### config.mk
export PLATFORM = sky130hd
export DESIGN_NAME = line_refill_unit_flat
export DESIGN_NICKNAME = d
export VERILOG_FILES = /design/src/rtl/line_refill_unit_pkg.sv /design/src/rtl/line_refill_unit_if.sv /design/src/rtl/line_refill_unit.sv /design/src/flat_wrapper.sv
export SDC_FILE = /design/constraint.sdc
export NUM_CORES = 1
export LEC_CHECK = 0
export BUFFER_PORTS_ARGS = -buffer_cell sky130_fd_sc_hd__buf_2
export CELL_PAD_IN_SITES_DETAIL_PLACEMENT = 1
export CELL_PAD_IN_SITES_GLOBAL_PLACEMENT = 1
export CORE_AREA = 2 2 256 258
export DETAILED_ROUTE_END_ITERATION = 16
export DIE_AREA = 0 0 258 260
export PLACE_DENSITY_LB_ADDON = 0.1
export REMOVE_ABC_BUFFERS = 1
export SLEW_MARGIN = 20
export SYNTH_ARGS = -nofsm -noshare
export SYNTH_HDL_FRONTEND = slang
export SYNTH_SLANG_ARGS = --single-unit
### constraint.sdc
create_clock -name clk -period 3.09 [get_ports clk]
set_clock_uncertainty 0.05 [all_clocks]
set_input_delay 0.618 -clock clk [delete_from_list [all_inputs] [get_ports clk]]
set_output_delay 0.618 -clock clk [all_outputs]
set_load 0.01 [all_outputs]
### src/rtl/line_refill_unit_pkg.sv
`default_nettype none
// ============================================================================
// Module      : line_refill_unit_pkg
// Description : Shared widths, derived line geometry and types for the refill
//               engine and the cache that drives it.
// Revision    : 1.0 - initial release
// ============================================================================
package line_refill_unit_pkg;

  localparam int DATA_WIDTH = 32;
  localparam int LINE_WIDTH = 256;
  localparam int ADDR_WIDTH = 32;

  localparam int DATA_PER_LINE    = LINE_WIDTH / DATA_WIDTH;
  localparam int LINE_INDEX_WIDTH = (DATA_PER_LINE > 1) ? $clog2(DATA_PER_LINE) : 1;
  localparam int DATA_BYTE_OFFSET = $clog2(DATA_WIDTH / 8);
  localparam int LINE_BYTE_OFFSET = $clog2(LINE_WIDTH / 8);

  typedef enum logic [1:0] {
    IDLE = 2'd0,
    REQ  = 2'd1,
    WAIT = 2'd2,
    DONE = 2'd3
  } refill_state_t;

  typedef logic [LINE_WIDTH-1:0] line_t;

endpackage : line_refill_unit_pkg
`default_nettype wire

### src/rtl/line_refill_unit_if.sv
`default_nettype none
// ============================================================================
// Module      : line_refill_unit_if
// Description : Cache-side line port plus single-word memory bus of the
//               refill engine; slave = engine view, master = environment view.
// Revision    : 1.0 - initial release
// ============================================================================
interface line_refill_unit_if;
  import line_refill_unit_pkg::*;

  logic                  req_valid;
  logic                  req_ready;
  logic                  req_write;
  logic [ADDR_WIDTH-1:0] req_addr;
  line_t                 req_wline;
  logic                  resp_valid;
  line_t                 resp_rline;

  logic                  mem_req_valid;
  logic                  mem_req_ready;
  logic                  mem_we;
  logic [ADDR_WIDTH-1:0] mem_addr;
  logic [DATA_WIDTH-1:0] mem_wdata;
  logic                  mem_resp_valid;
  logic [DATA_WIDTH-1:0] mem_rdata;

  modport slave (
    input  req_valid, req_write, req_addr, req_wline,
    output req_ready, resp_valid, resp_rline,
    output mem_req_valid, mem_we, mem_addr, mem_wdata,
    input  mem_req_ready, mem_resp_valid, mem_rdata
  );

  modport master (
    output req_valid, req_write, req_addr, req_wline,
    input  req_ready, resp_valid, resp_rline,
    input  mem_req_valid, mem_we, mem_addr, mem_wdata,
    output mem_req_ready, mem_resp_valid, mem_rdata
  );

endinterface : line_refill_unit_if
`default_nettype wire

### src/rtl/line_refill_unit.sv
`default_nettype none
// ============================================================================
// Module      : line_refill_unit
// Description : Splits one cache line read/write into sequential word
//               transactions and returns the assembled read line in one beat.
// Revision    : 1.0 - initial release
// ============================================================================
module line_refill_unit
  import line_refill_unit_pkg::*;
(
  input  wire logic          clk,
  input  wire logic          rst,
  line_refill_unit_if.slave  bus
);

  localparam logic [LINE_INDEX_WIDTH-1:0] c_last_beat = LINE_INDEX_WIDTH'(DATA_PER_LINE - 1);
  localparam logic [ADDR_WIDTH-1:0]       c_line_mask = {ADDR_WIDTH{1'b1}} << LINE_BYTE_OFFSET;

  refill_state_t               r_state;
  refill_state_t               w_state_nxt;
  logic [ADDR_WIDTH-1:0]       r_base;
  logic                        r_write;
  line_t                       r_wline;
  line_t                       r_line;
  logic [LINE_INDEX_WIDTH-1:0] r_beat;

  wire logic w_accept   = (r_state == IDLE) && bus.req_valid;
  wire logic w_mem_resp = (r_state == WAIT) && bus.mem_resp_valid;

  always_ff @(posedge clk or negedge rst) begin
    if (!rst) begin
      r_state <= IDLE;
    end else begin
      r_state <= w_state_nxt;
    end
  end

  always_comb begin
    w_state_nxt = r_state;
    case (r_state)
      IDLE:    if (bus.req_valid)     w_state_nxt = REQ;
      REQ:     if (bus.mem_req_ready) w_state_nxt = WAIT;
      WAIT:    if (bus.mem_resp_valid) begin
                 w_state_nxt = (r_beat == c_last_beat) ? DONE : REQ;
               end
      DONE:    w_state_nxt = IDLE;
      default: w_state_nxt = IDLE;
    endcase
  end

  // Beat counter saturates on the last word so the address offset never
  // carries into the line index/tag bits.
  always_ff @(posedge clk or negedge rst) begin
    if (!rst) begin
      r_base  <= '0;
      r_write <= 1'b0;
      r_wline <= '0;
      r_line  <= '0;
      r_beat  <= '0;
    end else if (w_accept) begin
      r_base  <= bus.req_addr & c_line_mask;
      r_write <= bus.req_write;
      r_wline <= bus.req_wline;
      r_beat  <= '0;
    end else if (w_mem_resp) begin
      if (!r_write) begin
        r_line[r_beat*DATA_WIDTH +: DATA_WIDTH] <= bus.mem_rdata;
      end
      if (r_beat != c_last_beat) begin
        r_beat <= r_beat + 1'b1;
      end
    end
  end

  // Word address/data come straight from latched state, so they cannot move
  // while a request waits for mem_req_ready.
  always_comb begin
    bus.req_ready     = (r_state == IDLE);
    bus.resp_valid    = (r_state == DONE);
    bus.resp_rline    = r_line;
    bus.mem_req_valid = (r_state == REQ);
    bus.mem_we        = r_write;
    bus.mem_addr      = r_base | (ADDR_WIDTH'(r_beat) << DATA_BYTE_OFFSET);
    bus.mem_wdata     = r_wline[r_beat*DATA_WIDTH +: DATA_WIDTH];
  end

endmodule : line_refill_unit
`default_nettype wire

### src/flat_wrapper.sv
// flat-port wrapper written by rule: the top's interface ports become plain ports
module line_refill_unit_flat import line_refill_unit_pkg::*;
  (clk, rst, bus_req_valid, bus_req_write, bus_req_addr, bus_req_wline, bus_req_ready, bus_resp_valid, bus_resp_rline, bus_mem_req_valid, bus_mem_we, bus_mem_addr, bus_mem_wdata, bus_mem_req_ready, bus_mem_resp_valid, bus_mem_rdata);
  line_refill_unit_if bus_i ();
  input  wire logic clk;
  input  wire logic rst;
  input wire logic [$bits(bus_i.req_valid)-1:0] bus_req_valid;
  input wire logic [$bits(bus_i.req_write)-1:0] bus_req_write;
  input wire logic [$bits(bus_i.req_addr)-1:0] bus_req_addr;
  input wire logic [$bits(bus_i.req_wline)-1:0] bus_req_wline;
  output wire logic [$bits(bus_i.req_ready)-1:0] bus_req_ready;
  output wire logic [$bits(bus_i.resp_valid)-1:0] bus_resp_valid;
  output wire logic [$bits(bus_i.resp_rline)-1:0] bus_resp_rline;
  output wire logic [$bits(bus_i.mem_req_valid)-1:0] bus_mem_req_valid;
  output wire logic [$bits(bus_i.mem_we)-1:0] bus_mem_we;
  output wire logic [$bits(bus_i.mem_addr)-1:0] bus_mem_addr;
  output wire logic [$bits(bus_i.mem_wdata)-1:0] bus_mem_wdata;
  input wire logic [$bits(bus_i.mem_req_ready)-1:0] bus_mem_req_ready;
  input wire logic [$bits(bus_i.mem_resp_valid)-1:0] bus_mem_resp_valid;
  input wire logic [$bits(bus_i.mem_rdata)-1:0] bus_mem_rdata;
  assign bus_i.req_valid = bus_req_valid;
  assign bus_i.req_write = bus_req_write;
  assign bus_i.req_addr = bus_req_addr;
  assign bus_i.req_wline = bus_req_wline;
  assign bus_req_ready = bus_i.req_ready;
  assign bus_resp_valid = bus_i.resp_valid;
  assign bus_resp_rline = bus_i.resp_rline;
  assign bus_mem_req_valid = bus_i.mem_req_valid;
  assign bus_mem_we = bus_i.mem_we;
  assign bus_mem_addr = bus_i.mem_addr;
  assign bus_mem_wdata = bus_i.mem_wdata;
  assign bus_i.mem_req_ready = bus_mem_req_ready;
  assign bus_i.mem_resp_valid = bus_mem_resp_valid;
  assign bus_i.mem_rdata = bus_mem_rdata;
  line_refill_unit u_core (.clk(clk), .rst(rst), .bus(bus_i));
endmodule
After elaboration in Yosys (flattened, before gate mapping)
Index checks and enable logic that the tools add are counted.
{ "word_totals": {"regBits": 545, "inputBits": 326, "out_inout_bits": 324, "wordCells": 39} }
{ "op_classes": {"addsub": 2, "n_eq_ne": 8, "n_shift": 3, "mux": 9, "bitwise_logic": 3, "reduce_logical": 8} }
{ "op_table": {"columns": ["op", "count"], "rows": [
  ["$bwmux W256", 1],
  ["$shift A32 B34 Y256 const A", 1],
  ["$shiftx A256 B9 Y32", 1],
  ["$shiftx A32 B34 Y256", 1],
  ["$neg A8 Y34", 1],
  ["$or A32 B5 Y32", 1],
  ["$mux W3", 3],
  ["$mux W2", 4],
  ["$pmux W2 S4", 1],
  ["$reduce_and A3 Y1", 2],
  ["$eq A2 B2 Y1 const B", 2],
  ["$ne A2 B2 Y1 const B", 2],
  ["$reduce_bool A2 Y1", 2],
  ["$add A3 B1 Y3 const B", 1],
  ["$eq A3 B3 Y1 const B", 1],
  ["$ne A3 B3 Y1 const B", 1],
  ["$eq A2 B1 Y1 const B", 1],
  ["$logic_and A1 B1 Y1", 2],
  ["$logic_not A2 Y1", 1],
  ["$ne A2 B1 Y1 const B", 1],
  ["$not A1 Y1", 2],
  ["$reduce_and A2 Y1", 1]
]} }

Longest topological paths before layout
Gate-level depths: netlist of the first run.
{ "depth": {"ltp_word": 4, "ltp_mapped": 11, "depth_no_buf": 6} }

Worst setup path after synthesis of the first run
OpenSTA, ideal clock, no wires.
{ "synth_timing": {"path_kind": "flip-flop to flip-flop", "from": "reg u_core.r_beat[1]", "to": "reg u_core.r_line[100] (netlist: u_core.bus.resp_rline[100])", "setup_time_ns": 0.125, "arrival_time_ns": 3.192, "required_time_ns": 2.915, "slack_ns": -0.277, "path_stages_with_launch": 12, "path_buffers": 5, "period_less_slack_ns": 3.367, "path_cell_list": "dfrtp_1 -> clkbuf_1 -> clkbuf_1 -> buf_1 -> inv_1 -> ha_1 -> ha_1 -> or3b_4 -> or4_1 -> buf_2 -> buf_6 -> mux2_4"} }
{ "synth_via": {"elab_chain_len": 3, "word_cells_on_any_way": 4, "classes_between": "1 x add/sub; 2 x shift; 1 x mux"} }
{ "synth_lines": {"columns": ["item", "line", "rtl"], "rows": [
  ["from (decl)", "line_refill_unit.sv:25", "logic [LINE_INDEX_WIDTH-1:0] r_beat;"],
  ["from (signal assigned)", "line_refill_unit.sv:70", "r_beat <= r_beat + 1'b1;"],
  ["$neg A8 Y34 *", "line_refill_unit.sv:67", "r_line[r_beat*DATA_WIDTH +: DATA_WIDTH] <= bus.mem_rdata;"],
  ["$shiftx A32 B34 Y256 or $shift A32 B34 Y256 (tied branches)", "line_refill_unit.sv:67", null],
  ["$bwmux W256 *", "line_refill_unit.sv:67", null],
  ["to (signal, indexed assignment)", "line_refill_unit.sv:67", null],
  ["to (decl)", "line_refill_unit.sv:24", "line_t r_line;"]
]} }
Every way passes the cells marked *; elsewhere a longest branch is shown, timed or not.
A chain may end at the register's enable or synchronous reset.

Final worst setup path of the first run
{ "layout_timing": {"from": "reg u_core.r_beat[0]", "to": "reg u_core.r_line[113] (netlist: u_core.bus.resp_rline[113])"} }
The elaborated chain is that of the path after synthesis.

==> results.ini, run 1 <==
[sta]
holdWs_ns=0.1736
min_period_over_period_pct=96.14
hold_viol_final=0
drv_slew=0
setup_viol=0
rsz0062_at_grt=false
fin_crit_ns=2.971
tightest_slew_ns=0.6917
fin_tns_setup_ns=0
fmax_ghz=0.3366
maxSlewHeadroom_pct=53.26

[placed_design]
portBuffers=642
dpl.hpwl_mm=50.60
gp_congestion=0.7744

[route]
drc=0
wirelength_mm=72.38
routedWlPerCell_um=23.86
drtIter0Drc=559
avgViaCountPerCell=4.899
drtPass1Iterations=4
vias=14860
drtAntennaViolNets=0

[clocking]
path_clk_slew_ns=0.06
cts_root_buf=clkbuf_16
clockBufferDepth=3
cts_made_buffers=61
cts_tree=done
h-tree-depth=2
clock-sinks=545
clock_insertion_delay_worst_skew_ns=0.62

[setup_path]
end_kind=register
path_class=register to register
start_kind=register
r2r-end=u_core.bus.resp_rline[113]$_DFFE_PN0P_
path_common_cell=ha_1
critPathMaxStageDelay_ns=0.68
critPathBufInv=2
r2r_start=u_core.r_beat[0]$_DFFE_PN0P_
crit_slowest_cell=or4_2
crit_chain=inv_2 > ha_1 > ha_1 > or3b_4 > or4_2 > buf_12 > mux2_4
rrSetupSlack_ns=0.12
cp_max_fo=32
rr_worst_depth=7
crit_required_ns=3.55
critPathTopFamily=simple AND/OR/NAND/NOR gates
arrival_ns=3.43

[synthesis]
synth.area.top_cells=dfrtp_1 (60%), mux2_2 (25%), mux4_2 (6.3%)
synthAdderAreaFrac_pct=0.2743
synth_top_area_share_pct=59.80
ys_seq_area_share_pct=59.80
avgSynthCellArea_um2=15.76
synth_cell_types=33
synth-xor-area-share_pct=0.03841
ys_warn_count=0
synth_top_family_by_area=multiplexers
synth_seq_cells=545
netlist_area_mm2=0.02280
synthSimpleGateAreaFrac_pct=4.269
synthMuxAreaShare_pct=33.57
synth_compound_area_share_pct=0.1481
synth_cells=1447
yosys.area.top_type=dfrtp_1

[flow_run]
drv_cap=0

[worst_hold_path]
min_to=u_core.r_state[1]$_DFFE_PN0P_
min-delay-start=bus_mem_req_ready
min_path_cells=3
min_path_type=primary input to register

[die]
row_count=93
coreArea_mm2=0.06412
die_area_mm2=0.06708
io_pins=650
initial_core_util_pct=35.57
die_h_um=260
die_w_um=258

[global_routing]
antenna_found_initial=45
grtUsageTotal_pct=21.33
grt_pass1_wl_mm=107.6
grt_overflow_total=0
grt_max_degree=91
grt_pass1_vias=16470

[pwr]
p_leak_nw=14.75
powerDensity_mw_per_mm2=874.4
ir_drop_v=0.0005630

[layout]
drive_above_1_share_pct=64.51
area_growth_pct=29.16
nets=2441
fillerInstances=6552

[run_status]
status=complete, no violations

==> area by class of cell <==
type | instances | area (um2) | share of cell area, %
sequential | 545 | 13650 | 46.33
multi-input combinational | 811 | 8800 | 29.88
timing repair buffer | 687 | 3899 | 13.24
clock buffer | 95 | 1847 | 6.270
tap | 855 | 1070 | 3.632
clock inverter | 19 | 133.9 | 0.4545
antenna | 17 | 42.54 | 0.1444
inverter | 4 | 15.01 | 0.05098
==> metal layers <==
layer  global-route usage, %  vias to the layer above  wire (um)  share of wire (%)
met5                       0                        -        304               0.42
met4                   7.306                       52       2245                3.1
met3                   7.115                      161       5165                7.1
met2                   37.27                      421      36620                 51
met1                   24.48                     7710      28050                 39
li1                        -                     6514          -                  -
==> where the power goes <==
part	total (W)	leakage [nW]	internal, W	switching [W]
logic	0.00816	6.84	0.00454	0.00362
registers	0.0104	6.92	0.00932	0.00111
clock network	0.00716	0.987	0.00417	0.00299
total	0.0258	14.8	0.0180	0.00773
==> cell families (layout without fill, tap and decap cells) <==
family / after synthesis / in the layout
muxes: 606 / 606
buffers and inverters: 92 / 805
DFF: 545 / 545
AOI/OAI and AO/OA: 5 / 5
and+or+nand+nor: 192 / 192
other: 1 / 19
adders and majority gates: 5 / 5
xor gates and xnor gates: 1 / 1
==> per-stage QoR <==
stage | setup WS, ns | total power [W] | utilization [%] | area, um2 | instances
after floorplan | -5.095 | 0.01567 | - | 22390 | 1360
after global placement | 0.2325 | 0.01829 | 42.58 | 27300 | 2896
after detailed placement | 0.2176 | 0.01862 | 42.58 | 27300 | 2896
after CTS | 0.02228 | 0.02615 | 45.89 | 29420 | 3016
after global routing | 0.008386 | 0.02726 | 45.92 | 29440 | 3029
final | 0.1193 | 0.02575 | 45.94 | 29450 | 3033
==> registers in the layout (all words and copies together) (netlist names) <==
name                   flops
u_core.r_wline           256
u_core.r_beat              3
u_core.r_state             2
u_core.r_base             27
u_core.bus.resp_rline    256
u_core.bus.mem_we          1
==> worst max path at each step <==
stage | cells after the start | to | from
after global routing | 6 | bus_mem_wdata[6] | u_core.r_beat[0]$_DFFE_PN0P_
after global placement | 7 | u_core.bus.resp_rline[115]$_DFFE_PN0P_ | u_core.r_beat[0]$_DFFE_PN0P_
after floorplan | 3 | u_core.bus.mem_we$_DFFE_PN0P_ | u_core.r_state[1]$_DFFE_PN0P_
after detailed placement | 7 | u_core.bus.resp_rline[113]$_DFFE_PN0P_ | u_core.r_beat[0]$_DFFE_PN0P_
final | 7 | u_core.bus.resp_rline[113]$_DFFE_PN0P_ | u_core.r_beat[0]$_DFFE_PN0P_
after CTS | 5 | bus_mem_wdata[8] | u_core.r_beat[0]$_DFFE_PN0P_
==> cell usage after synthesis (all sizes together) <==
cell / number
nor4: 4
dfrtp: 545
inv: 4
o22ai: 1
mux2i: 2
o21ai: 2
nand4: 1
xnor2: 1
or3b: 1
o21bai: 1
ha: 5
nor3: 1
o311a: 1
and2: 59
clkbuf: 35
nand2: 99
mux2: 540
and3: 9
nand3b: 1
nand2b: 3
nor2b: 3
or4: 1
mux4: 64
nand3: 1
buf: 53
nor4bb: 2
nor2: 7
conb: 1
==> placed cells by master (no fill, tap or decap), types with 2 or more instances in the layout <==
master / Yosys / routed
conb_1: 1 / 2
mux2_2: 502 / 502
nand2b_1: 3 / 3
inv_2: 0 / 2
clkbuf_8: 0 / 15
nor2_1: 7 / 6
dfrtp_4: 0 / 2
buf_4: 2 / 19
nor4bb_1: 2 / 2
nand2_1: 99 / 99
and2_1: 59 / 58
ha_1: 5 / 5
buf_16: 0 / 3
inv_1: 4 / 2
clkinv_2: 0 / 14
and3_1: 9 / 9
diode_2: 0 / 17
mux2_1: 8 / 8
clkbuf_16: 0 / 63
nor2b_1: 3 / 2
nor4_4: 0 / 4
dfrtp_1: 545 / 542
inv_6: 0 / 2
buf_2: 43 / 641
buf_12: 0 / 22
o21ai_0: 2 / 2
mux2i_1: 2 / 2
mux2_4: 30 / 30
mux4_2: 64 / 64
clkbuf_1: 35 / 17
==> worst register-to-register path: cells and delay by family, from the launching register on <==
kind          cells  cell delay (ns)
simple gates      2             1.14
flops             1             0.52
fa+ha+maj         2             0.45
mux               1             0.37
buf+inv           2             0.33
==> repair_timing <==
action | in CTS | in global routing
setup buffers | 2 | 1
hold endpoints to repair | 40 | 0
endpoints found under the setup margin | 32 | 10
hold buffers | 1 | 0
gates resized for setup | 3 | 2
cloned | 3 | 0
Note: power is estimated with default switching activity, not from simulation.
==> run 2, diff against run 1 <==
--- a/config.mk
+++ b/config.mk
@@ -11,7 +11,8 @@
 export CORE_AREA = 2 2 256 258
 export DETAILED_ROUTE_END_ITERATION = 16
 export DIE_AREA = 0 0 258 260
-export PLACE_DENSITY_LB_ADDON = 0.1
+export PLACE_DENSITY = 0.74
+export RECOVER_POWER = 100
 export REMOVE_ABC_BUFFERS = 1
 export SLEW_MARGIN = 20
 export SYNTH_ARGS = -nofsm -noshare
==> run 2 against run 1 <==
Net effect:
- the run now ends with max-capacitance violations, max-slew violations left
- total power increased by 1.1%
- wire length increased by 3.6%
- setup slack got worse by 0.014 ns
- combinational power decreased by 1%
- register-to-register slack improved by 0.04 ns
- non-clock buffer count decreased by 6
- clock-buffer cell count decreased by 16
- global-route usage increased by 0.14 points
- worst hold slack got worse by 0.012 ns
- critical path depth decreased by 2
- utilization decreased by 1.0 points
- die area unchanged
- critical path type is now register to primary output
- critical endpoint is now bus_mem_wdata[17]
- largest cell class unchanged
==> results.ini, run 2 (synthesis gave the netlist of run 1 again) <==
[run_status]
status=finished, violations left
violations=max-capacitance violations, max-slew violations

[route]
drtPass1Iterations=4  ; unchanged
vias=15160  ; +2.1%
avgViaCountPerCell=5.004  ; +2.2%
drtIter0Drc=731  ; +31%
wirelength_mm=75.00  ; +3.6%
drc=0  ; unchanged
drtAntennaViolNets=0  ; unchanged
routedWlPerCell_um=24.75  ; +3.7%

[die]
die_h_um=260  ; unchanged
io_pins=650  ; unchanged
row_count=93  ; unchanged
die_w_um=258  ; unchanged
coreArea_mm2=0.06412  ; unchanged
initial_core_util_pct=35.57  ; unchanged
die_area_mm2=0.06708  ; unchanged

[layout]
area_growth_pct=26.26
fillerInstances=6758  ; +3.1%
final_util_pct=44.91  ; -1.0 points
regArea_mm2=0.01365  ; unchanged
final_cells=3030  ; -0.099%
final_common_cell=dfrtp_1
nets=2432  ; -0.37%
drive_above_1_share_pct=49.23  ; -15 points
final_cell_mix=dfrtp_1 (542), mux2_2 (498), buf_2 (327)
multi_input_area_mm2=0.008676  ; -1.4%

[pwr]
ir_drop_v=0.0006011  ; +6.8%
p_seq_share_pct=40.7  ; +0.2 points
switching_share_pct=30.74  ; +0.74 points
finalPower_w=0.02604  ; +1.1%
p_leak_nw=13.38  ; -9.3%
p_comb_share_pct=30.9  ; -0.8 points
clockPowerShare_pct=28.4  ; +0.6 points
powerDensity_mw_per_mm2=904.2  ; +3.4%
power_switching_w=0.008004  ; +3.6%
internal_power_w=0.01803  ; about the same

[setup_path]
path_class=register to primary output
r2r_start=u_core.r_beat[0]$_DFFE_PN0P_
cp_max_fo=18  ; -44%
end_kind=primary output
crit_required_ns=2.42  ; -1.13 ns
crit_start=u_core.r_beat[0]$_DFFE_PN0P_
rrSetupSlack_ns=0.16  ; +0.04 ns
start_kind=register
arrival_ns=2.32  ; -1.11 ns

[global_routing]
grt_pass1_wl_mm=109.3  ; +1.6%
grt_pass1_vias=17190  ; +4.4%
antenna_found_initial=37  ; -18%
grt_max_degree=99  ; +8.8%
grtUsageTotal_pct=21.47  ; +0.14 points
grt_overflow_total=0  ; unchanged

[clocking]
clock-sinks=545  ; unchanged
path_clk_slew_ns=0.06  ; about the same
cts_tree=done
clockBufferDepth=3  ; unchanged
clock_insertion_delay_worst_skew_ns=0.61  ; about the same
post-cts-setup-buffers=0  ; -2
h-tree-depth=2  ; unchanged
cts_root_buf=clkbuf_16
cts_made_buffers=58  ; -4.9%

[worst_hold_path]
min_path_type=primary input to register
min-delay-start=bus_req_wline[147]

[placed_design]
dp.cells=2890  ; -0.21%
place_ws_ns=0.2153  ; -0.002305 ns
portBuffers=642  ; unchanged
gp_congestion=0.8072  ; +4.2%
dpl.hpwl_mm=51.16  ; +1.1%

[sta]
fin_crit_ns=2.985  ; +0.01415 ns
min_period_over_period_pct=96.60  ; +0.46 points
layout_setup_ws_ns=0.1051  ; -0.01415 ns
maxSlewHeadroom_pct=-22.33  ; -76 points
tightest_slew_ns=1.835  ; +1.143 ns
holdWs_ns=0.1621  ; -0.01152 ns
fmax_ghz=0.3350  ; -0.47%
rsz0062_at_grt=false
setup_viol=0  ; unchanged
drv_slew=56  ; +56
hold_viol_final=0  ; unchanged

[flow_run]
drv_cap=1  ; +1

[run 2: final cells by class]
cell class                      instances  share of cell area, %
Sequential cell                       545                  47.39
Timing Repair Buffer                  681                  11.42
Inverter                                4                0.05214
Tap cell                              855                  3.715
Clock inverter                         27                  1.338
Antenna cell                           28                 0.2433
Multi-Input combinational cell        811                  30.13
Clock buffer                           79                  5.701
[run 2: layer usage]
metal | vias up | share of wire, % | global-route usage (%)
li1 | 6498 | - | -
met5 | - | 0.14 | 0
met2 | 558 | 52 | 38.25
met4 | 16 | 4.0 | 10.21
met1 | 7921 | 37 | 23.44
met3 | 170 | 6.9 | 6.345
[run 2: critical path, cell delays in order (launching register included)]
cell      delay [ns]
dfrtp_4         0.56
buf_12          0.27
mux4_2          0.56
nand2_1         0.10
nand2_1         0.07
clkbuf_2        0.13
[run 2: repair_timing]
item                                    in CTS  in global routing
resized for setup                            2                  5
endpoints found under the setup margin      32                 29
cloned                                       2                  3
hold buffers                                 1                  0
hold endpoints to repair                    50                  0
[run 2: power by group through the flow]
stage	logic [W]	clock network, W	registers [W]
4_1_cts	0.00830	0.00755	0.0106
3_3_place_gp	0.00779	0	0.0104
2_1_floorplan	0.00514	0	0.0105
6_report	0.00805	0.00739	0.0106
3_5_place_dp	0.00811	0	0.0106
5_1_grt	0.00874	0.00782	0.0109
[run 2: through the flow]
stage / cell area [um2] / setup TNS, ns
2_1_floorplan: 22390 / -2246.91
3_3_place_gp: 27270 / 0
3_5_place_dp: 27270 / 0
4_1_cts: 29380 / -0.005682
5_1_grt: 28780 / 0
6_report: 28790 / 0
[run 2: final timing paths]
check                                                         end  depth (start not counted)
max                                             bus_mem_wdata[17]                          5
min                               u_core.r_wline[147]$_DFFE_PN0P_                          2
max reg2reg                u_core.bus.resp_rline[107]$_DFFE_PN0P_                          7
min reg2reg                u_core.bus.resp_rline[192]$_DFFE_PN0P_                          1
max in group asynchronous  u_core.bus.resp_rline[168]$_DFFE_PN0P_                          3
min in group asynchronous  u_core.bus.resp_rline[185]$_DFFE_PN0P_                          2
